==> config.mk <==
export PLATFORM = sky130hd
export DESIGN_NAME = tk1_ctr_stream
export DESIGN_NICKNAME = d
export VERILOG_FILES = /design/src/rtl/romulus_pkg.sv /design/src/rtl/lfsr56_ctr.sv /design/src/rtl/tk1_ctr_stream.sv
export SDC_FILE = /design/constraint.sdc
export NUM_CORES = 1
export LEC_CHECK = 0
export CORE_MARGIN = 1.5
export CORE_UTILIZATION = 30
export DETAILED_ROUTE_END_ITERATION = 10
export PLACE_DENSITY = 0.66
export SYNTH_ARGS = -nofsm -noshare
export SYNTH_HDL_FRONTEND = slang
export SYNTH_SLANG_ARGS = --single-unit
==> constraint.sdc <==
create_clock -name clk -period 1.6 [get_ports clk]
set_input_delay 0.16 -clock clk [delete_from_list [all_inputs] [get_ports clk]]
set_output_delay 0.16 -clock clk [all_outputs]
set_load 0.02 [all_outputs]
==> src/rtl/romulus_pkg.sv <==
`default_nettype none
// ============================================================================
// Module      : romulus_pkg
// Description : Shared constants, types and helpers for the Romulus-N
//               32-bit datapath TK1 counter/stream logic.
//               - CTR_W / DOM_W / TK_BEATS / BEAT_W widths and counts
//               - LFSR_FB feedback constant for x^56+x^7+x^4+x^2+1
//               - tk1_state_e FSM state type {IDLE, STREAM}
//               - lfsr56_step() one counter step, tk1_beat() beat mux
// Revision    : 1.0 - initial release
// ============================================================================
package romulus_pkg;

  localparam int CTR_W    = 56;
  localparam int DOM_W    = 8;
  localparam int TK_BEATS = 4;
  localparam int BEAT_W   = 32;

  // Low taps of x^56 + x^7 + x^4 + x^2 + 1 (x^56 term is the shifted-out MSB).
  localparam logic [CTR_W-1:0] LFSR_FB = 56'h95;

  localparam logic [0:0] ST_IDLE   = 1'b0;
  localparam logic [0:0] ST_STREAM = 1'b1;

  typedef enum logic [0:0] {
    IDLE   = ST_IDLE,
    STREAM = ST_STREAM
  } tk1_state_e;

  // One Galois step: shift left, fold the outgoing MSB back into the taps.
  function automatic logic [CTR_W-1:0] lfsr56_step(input logic [CTR_W-1:0] ctr);
    return {ctr[CTR_W-2:0], 1'b0} ^ (ctr[CTR_W-1] ? LFSR_FB : '0);
  endfunction

  // TK1 = counter bytes 0..6 || domain || 0^64, byte 0 in the beat MSBs.
  function automatic logic [BEAT_W-1:0] tk1_beat(input logic [CTR_W-1:0] ctr,
                                                  input logic [DOM_W-1:0] dom,
                                                  input logic [1:0]       idx);
    case (idx)
      2'd0:    tk1_beat = {ctr[7:0], ctr[15:8], ctr[23:16], ctr[31:24]};
      2'd1:    tk1_beat = {ctr[39:32], ctr[47:40], ctr[55:48], dom};
      default: tk1_beat = '0;
    endcase
  endfunction

endpackage
`default_nettype wire

==> src/rtl/lfsr56_ctr.sv <==
`default_nettype none
// ============================================================================
// Module      : lfsr56_ctr
// Description : 56-bit Romulus block-counter LFSR with init/inc priority.
//               Optional macro TK1_CTR_WRAP_EN adds a force-load path and a
//               registered wrap pulse.
// Ports       : clk, rst (sync, active-low)
//               i_en        - commands accepted only while high (idle)
//               i_init      - reload CTR_INIT (beats i_inc)
//               i_inc       - one LFSR step
//               i_force     - [TK1_CTR_WRAP_EN] load i_force_val, top priority
//               i_force_val - [TK1_CTR_WRAP_EN] forced counter value
//               o_wrap      - [TK1_CTR_WRAP_EN] 1-cycle pulse after an
//                             increment that returned to CTR_INIT
//               o_ctr       - counter register
//               o_ctr_next  - value the counter takes at the next edge
// Revision    : 1.0 - initial release
// ============================================================================
module lfsr56_ctr
  import romulus_pkg::*;
#(
  parameter logic [CTR_W-1:0] CTR_INIT = 56'h00000000000001
) (
  input  logic             clk,
  input  logic             rst,
  input  logic             i_en,
  input  logic             i_init,
  input  logic             i_inc,
`ifdef TK1_CTR_WRAP_EN
  input  logic             i_force,
  input  logic [CTR_W-1:0] i_force_val,
  output logic             o_wrap,
`endif
  output logic [CTR_W-1:0] o_ctr,
  output logic [CTR_W-1:0] o_ctr_next
);

  logic [CTR_W-1:0] r_ctr;
  logic [CTR_W-1:0] w_step;
  logic [CTR_W-1:0] w_next;

  assign w_step = lfsr56_step(r_ctr);

  always_comb begin
    w_next = r_ctr;
    if (i_en) begin
      if (i_init) begin
        w_next = CTR_INIT;
      end else if (i_inc) begin
        w_next = w_step;
      end
`ifdef TK1_CTR_WRAP_EN
      // Placed last so it overrides init/inc.
      if (i_force) begin
        w_next = i_force_val;
      end
`endif
    end
  end

  always_ff @(posedge clk) begin
    if (!rst) begin
      r_ctr <= CTR_INIT;
    end else begin
      r_ctr <= w_next;
    end
  end

`ifdef TK1_CTR_WRAP_EN
  logic r_wrap;
  logic w_inc_taken;

  // Only a genuine increment counts as a wrap, never an init or force load.
  assign w_inc_taken = i_en & i_inc & ~i_init & ~i_force;

  always_ff @(posedge clk) begin
    if (!rst) begin
      r_wrap <= 1'b0;
    end else begin
      r_wrap <= w_inc_taken && (w_step == CTR_INIT);
    end
  end

  assign o_wrap = r_wrap;
`endif

  assign o_ctr      = r_ctr;
  assign o_ctr_next = w_next;

endmodule
`default_nettype wire

==> src/rtl/tk1_ctr_stream.sv <==
`default_nettype none
// ============================================================================
// Module      : tk1_ctr_stream
// Description : TK1 tweakey word-stream producer for the Romulus-N 32-bit
//               datapath. Holds the block counter and domain separator and
//               serialises TK1 = ctr || dom || 0^64 as four 32-bit beats over
//               a valid/ready handshake.
// Ports       : clk, rst (sync, active-low)
//               ctr_init, ctr_inc  - counter commands (idle only, init wins)
//               dom_ld, dom_i      - domain register load (idle only)
//               start              - begin a 4-beat stream (idle only)
//               busy               - stream in progress
//               tk_o, tk_valid     - beat data / valid (registered)
//               tk_ready           - downstream accept
//               ctr_o              - live counter value
//               ctr_force, ctr_force_val, ctr_wrap - only with macro
//                                    TK1_CTR_WRAP_EN defined
// Revision    : 1.0 - initial release
// ============================================================================
module tk1_ctr_stream
  import romulus_pkg::*;
#(
  parameter logic [CTR_W-1:0] CTR_INIT = 56'h00000000000001,
  parameter logic [DOM_W-1:0] DOM_RST  = 8'h00
) (
  input  logic              clk,
  input  logic              rst,
  input  logic              ctr_init,
  input  logic              ctr_inc,
  input  logic              dom_ld,
  input  logic [DOM_W-1:0]  dom_i,
  input  logic              start,
  output logic              busy,
  output logic [BEAT_W-1:0] tk_o,
  output logic              tk_valid,
  input  logic              tk_ready,
`ifdef TK1_CTR_WRAP_EN
  input  logic              ctr_force,
  input  logic [CTR_W-1:0]  ctr_force_val,
  output logic              ctr_wrap,
`endif
  output logic [CTR_W-1:0]  ctr_o
);

  localparam logic [1:0] c_LAST_BEAT = 2'(TK_BEATS - 1);

  tk1_state_e        r_state;
  logic [1:0]        r_beat;
  logic [BEAT_W-1:0] r_tk;
  logic [DOM_W-1:0]  r_dom;

  logic              w_idle;
  logic [1:0]        w_beat_nxt;
  logic [DOM_W-1:0]  w_dom_next;
  logic [CTR_W-1:0]  w_ctr;
  logic [CTR_W-1:0]  w_ctr_next;

  assign w_idle     = (r_state == IDLE);
  assign w_beat_nxt = r_beat + 2'd1;
  assign w_dom_next = (w_idle && dom_ld) ? dom_i : r_dom;

  lfsr56_ctr #(
    .CTR_INIT    (CTR_INIT)
  ) u_ctr (
    .clk         (clk),
    .rst         (rst),
    .i_en        (w_idle),
    .i_init      (ctr_init),
    .i_inc       (ctr_inc),
`ifdef TK1_CTR_WRAP_EN
    .i_force     (ctr_force),
    .i_force_val (ctr_force_val),
    .o_wrap      (ctr_wrap),
`endif
    .o_ctr       (w_ctr),
    .o_ctr_next  (w_ctr_next)
  );

  always_ff @(posedge clk) begin
    if (!rst) begin
      r_state <= IDLE;
      r_beat  <= '0;
      r_tk    <= '0;
      r_dom   <= DOM_RST;
    end else begin
      r_dom <= w_dom_next;
      case (r_state)
        IDLE: begin
          if (start) begin
            r_state <= STREAM;
            r_beat  <= '0;
            // Snapshot uses the post-command values so a coincident
            // ctr_inc/dom_ld is reflected in the stream.
            r_tk    <= tk1_beat(w_ctr_next, w_dom_next, 2'd0);
          end
        end
        STREAM: begin
          if (tk_ready) begin
            if (r_beat == c_LAST_BEAT) begin
              r_state <= IDLE;
              r_beat  <= '0;
              r_tk    <= '0;
            end else begin
              r_beat <= w_beat_nxt;
              // ctr/dom are frozen while streaming, so the live registers
              // still hold the snapshot.
              r_tk   <= tk1_beat(w_ctr, r_dom, w_beat_nxt);
            end
          end
        end
        default: r_state <= IDLE;
      endcase
    end
  end

  assign busy     = (r_state == STREAM);
  assign tk_valid = (r_state == STREAM);
  assign tk_o     = r_tk;
  assign ctr_o    = w_ctr;

endmodule
`default_nettype wire

==> impl_summary.md <==
Status
The run finished with clean final reports.

Timing
The maximum clock frequency is 0.640 GHz. Setup repair after global routing left no endpoint under its margin. The clock tree skew after final layout is 0.00720 ns. The count of final max-slew check failures is 0. Setup violations remaining at the end of the flow were counted as 0. The worst path needs 1.56 ns of the cycle, external delays included. In this run the tightest slew margin relative to its limit is 74.7%. The transition at the pin with the smallest max-transition slack is 0.380 ns. After layout, the worst path uses 97.6% of the clock period. The final hold violation count is 0. The post-route worst setup slack is 0.0380 ns.

Global routing
The aggregate global-route resource usage is 15.9%. The pin count of the biggest net entering global routing is 100. The total overflow left after global routing is 0. The initial antenna violation count was 0. The via count of the first global-routing pass was 3607. The wire length of the first global-routing pass is 19900 microns.

Placed design
The pre-CTS setup slack is -0.0800 ns. Input and output buffers added on the ports amount to 104. The placement-stage cell area is 5720 sq um. At the end of routability-driven placement, the weighted congestion stood at 0.780. Detailed placement ended at an HPWL of 7860 microns.

Route
The first-pass detailed-route iteration total is 4. After detailed routing, the average wire length per cell comes to 17.5 microns. In the routed layout, each cell is associated on average with a via count of 5.09.

Summing over every cut layer, the via total after detailed routing is 3607. The routed wire length is 12400 microns. Once detail routing completed, the nets flagged for antenna violations numbered 0. For this block, the initial DRC count from the detailed router was 323.

The residual DRC count is 0.

Yosys
The leading cell type by number of instances after synthesis is sky130_fd_sc_hd__dfxtp_1. The area share of the leading cell type in the synthesized netlist is 44.4%. The synthesized netlist net count is 441. Yosys mapped a number of flops with a built-in enable equal to 0. In the synthesized netlist, the number of instances is 424.

After synthesis, the cell types taking the most area are sky130_fd_sc_hd__dfxtp_1 44%, sky130_fd_sc_hd__a221oi_2 9.1%, sky130_fd_sc_hd__nor2b_1 8.8%. By count the netlist is led by 99 x sky130_fd_sc_hd__dfxtp_1, 63 x sky130_fd_sc_hd__nor2b_1, 52 x sky130_fd_sc_hd__a22oi_1, 33 x sky130_fd_sc_hd__nor2_1, 30 x sky130_fd_sc_hd__o21ai_0. The cell type with the largest total area after synthesis is sky130_fd_sc_hd__dfxtp_1. The mean instance size in the synthesized netlist is 10.5 sq um.

The number of synthesized register bits is 99. The post-synth design cell area is 4470 sq um. The distinct cell type count after synthesis is 33. The share of flip-flops with an asynchronous set or reset after synthesis is 0%.

The fraction of the yosys area taken by sequential cells is 44.4%. The Yosys step of the flow raised 0 warnings. Among all flip-flop cells after synthesis, the most frequent one is sky130_fd_sc_hd__dfxtp_1.

Worst setup path
The data required time at the worst endpoint is 1.44 ns. On the worst path, the slowest cell contributes a delay of 0.66 ns. Together, buffers and inverters on the worst path number 1. The arrival time at the worst endpoint is 1.40 ns. Among cell families on the critical path, the largest total delay comes from buffers and inverters. The critical path goes through clkdlybuf4s50_1. The startpoint type of the worst setup path is a flip-flop. The highest fanout seen on the critical path is 4. The critical path's slowest cell is sky130_fd_sc_hd__clkdlybuf4s50_1. The capturing element type of the critical path is a primary output. The worst setup path category is flip-flop to primary output.

Cells and area
The utilization of the core after routing is 42.4%. The antenna diode count is 0. The layout cell share with drive strength beyond 1 is 21.2%. From synthesis to final layout, the design area changed by 37.8%.

The post-layout instance area is 6160 sq um. In the final design database the tool counted 537 nets. The fill cell instance count of the final layout is 1420.

Pwr
Summed over all cells, the static leakage comes to 2.58 nW. Across the VDD grid, the largest voltage drop is 516 uV. The cell area power density is 904 nW/um^2.

Die
The number of rows created at floorplan is 44. The initial utilization of the core area, before any placement, comes to 30.7%. In this run the vertical extent of the chip is 125 microns. The area of the die is 15600 sq um. The floorplan step defined a core boundary enclosing 14500 sq um. The number of primary I/O pins is 105.

The die is 125 microns wide.

Clock tree
In this run, post-CTS hold repair placed 0 buffers. CTS placed an instance of sky130_fd_sc_hd__clkbuf_16 at the clock tree root. In this run, CTS created clock tree buffers numbering 9. The clock passes through at most 2 buffers. TritonCTS built the clock tree. The total number of H-tree levels is 3. Counting every sink on the clock net gives 99.

After clock tree synthesis, the clock-pin slew on the worst setup and hold paths is 0.07 ns. Clock latency on the worst-skew pair, taken at its later pin, is 0.35 ns.

Hold path
The path class of the lowest-slack min-delay path is input port to flip-flop.

Flow run
The max capacitance violation total is 0.
[stage by stage]
stage               total power, mW  setup TNS, ns  hold slack [ns]  instances
floorplan                      3.17              0            0.268        424
global placement               3.46        -0.0853            0.495        689
detailed placement             3.48          -1.51            0.499        689
CTS                            5.63              0            0.279        708
global route                   5.82              0            0.306        708
finish                         5.56              0            0.285        708
[timing repair]
| action | CTS | global route |
|---|---|---|
| hold endpoints to repair | 0 | 0 |
| setup buffers | 2 | 0 |
| pin swaps | 1 | 7 |
| setup endpoints to repair | 36 | 54 |
| gates resized for setup | 16 | 32 |
| cloned | 2 | 0 |
[where the power goes]
group	internal [mW]	switching, mW
Sequential	2.54	0.0585
Clock	1.11	0.984
Combinational	0.397	0.468
Total	4.05	1.51
[final cells by class]
cell class / instances / area, sq um / share of cell area (%)
Sequential cell: 99 / 1990 / 32.3
Timing Repair Buffer: 128 / 1420 / 23.0
Tap cell: 184 / 230 / 3.74
Clock buffer: 10 / 239 / 3.88
Inverter: 2 / 7.51 / 0.122
Multi-Input combinational cell: 280 / 2230 / 36.2
Clock inverter: 5 / 45.0 / 0.731
[flip-flops by register name, summed over array words and instances, names as in the netlist]
name,flops
tk_o,32
busy,1
u_ctr.o_ctr,56
r_dom,8
r_beat,2
[layout by cell type (no fill, tap or decap), drive strengths merged, types with 8 or more instances in the layout]
master,n
nor2,33
mux2i,9
a21oi,8
a221oi,28
o21ai,33
nor2b,63
dlymetal6s2s,23
clkdlybuf4s50,75
a22oi,52
buf,26
dfxtp,99
clkbuf,10
mux2,30
[layer usage]
metal	global-route usage [%]	up-vias	routed length, microns
li1	-	1744	-
met1	20.5	1746	5750
met3	4.71	6	600
met4	4.08	0	77
met5	0	-	0
met2	26.1	111	5980
[logic make-up after synthesis]
logic type      share of synthesized area, %
mux                                     10.2
xor+xnor                               0.588
buf+inv                                 6.50
fa+ha+maj                              0.560
flops                                   44.4
compound gates                          24.6
simple gates                            13.2
[worst paths after layout]
check | start | end | slack [ns] | cells past startpoint
hold reg to reg | u_ctr.o_ctr[4] | u_ctr.o_ctr[4] | 0.51 | 2
hold / removal | rst | u_ctr.o_ctr[0] | 0.29 | 3
setup reg to reg | r_beat[0] | tk_o[26] | 0.05 | 7
setup / recovery | u_ctr.o_ctr[13] | ctr_o[13] | 0.04 | 1
Power figures use the tool's default switching activity.
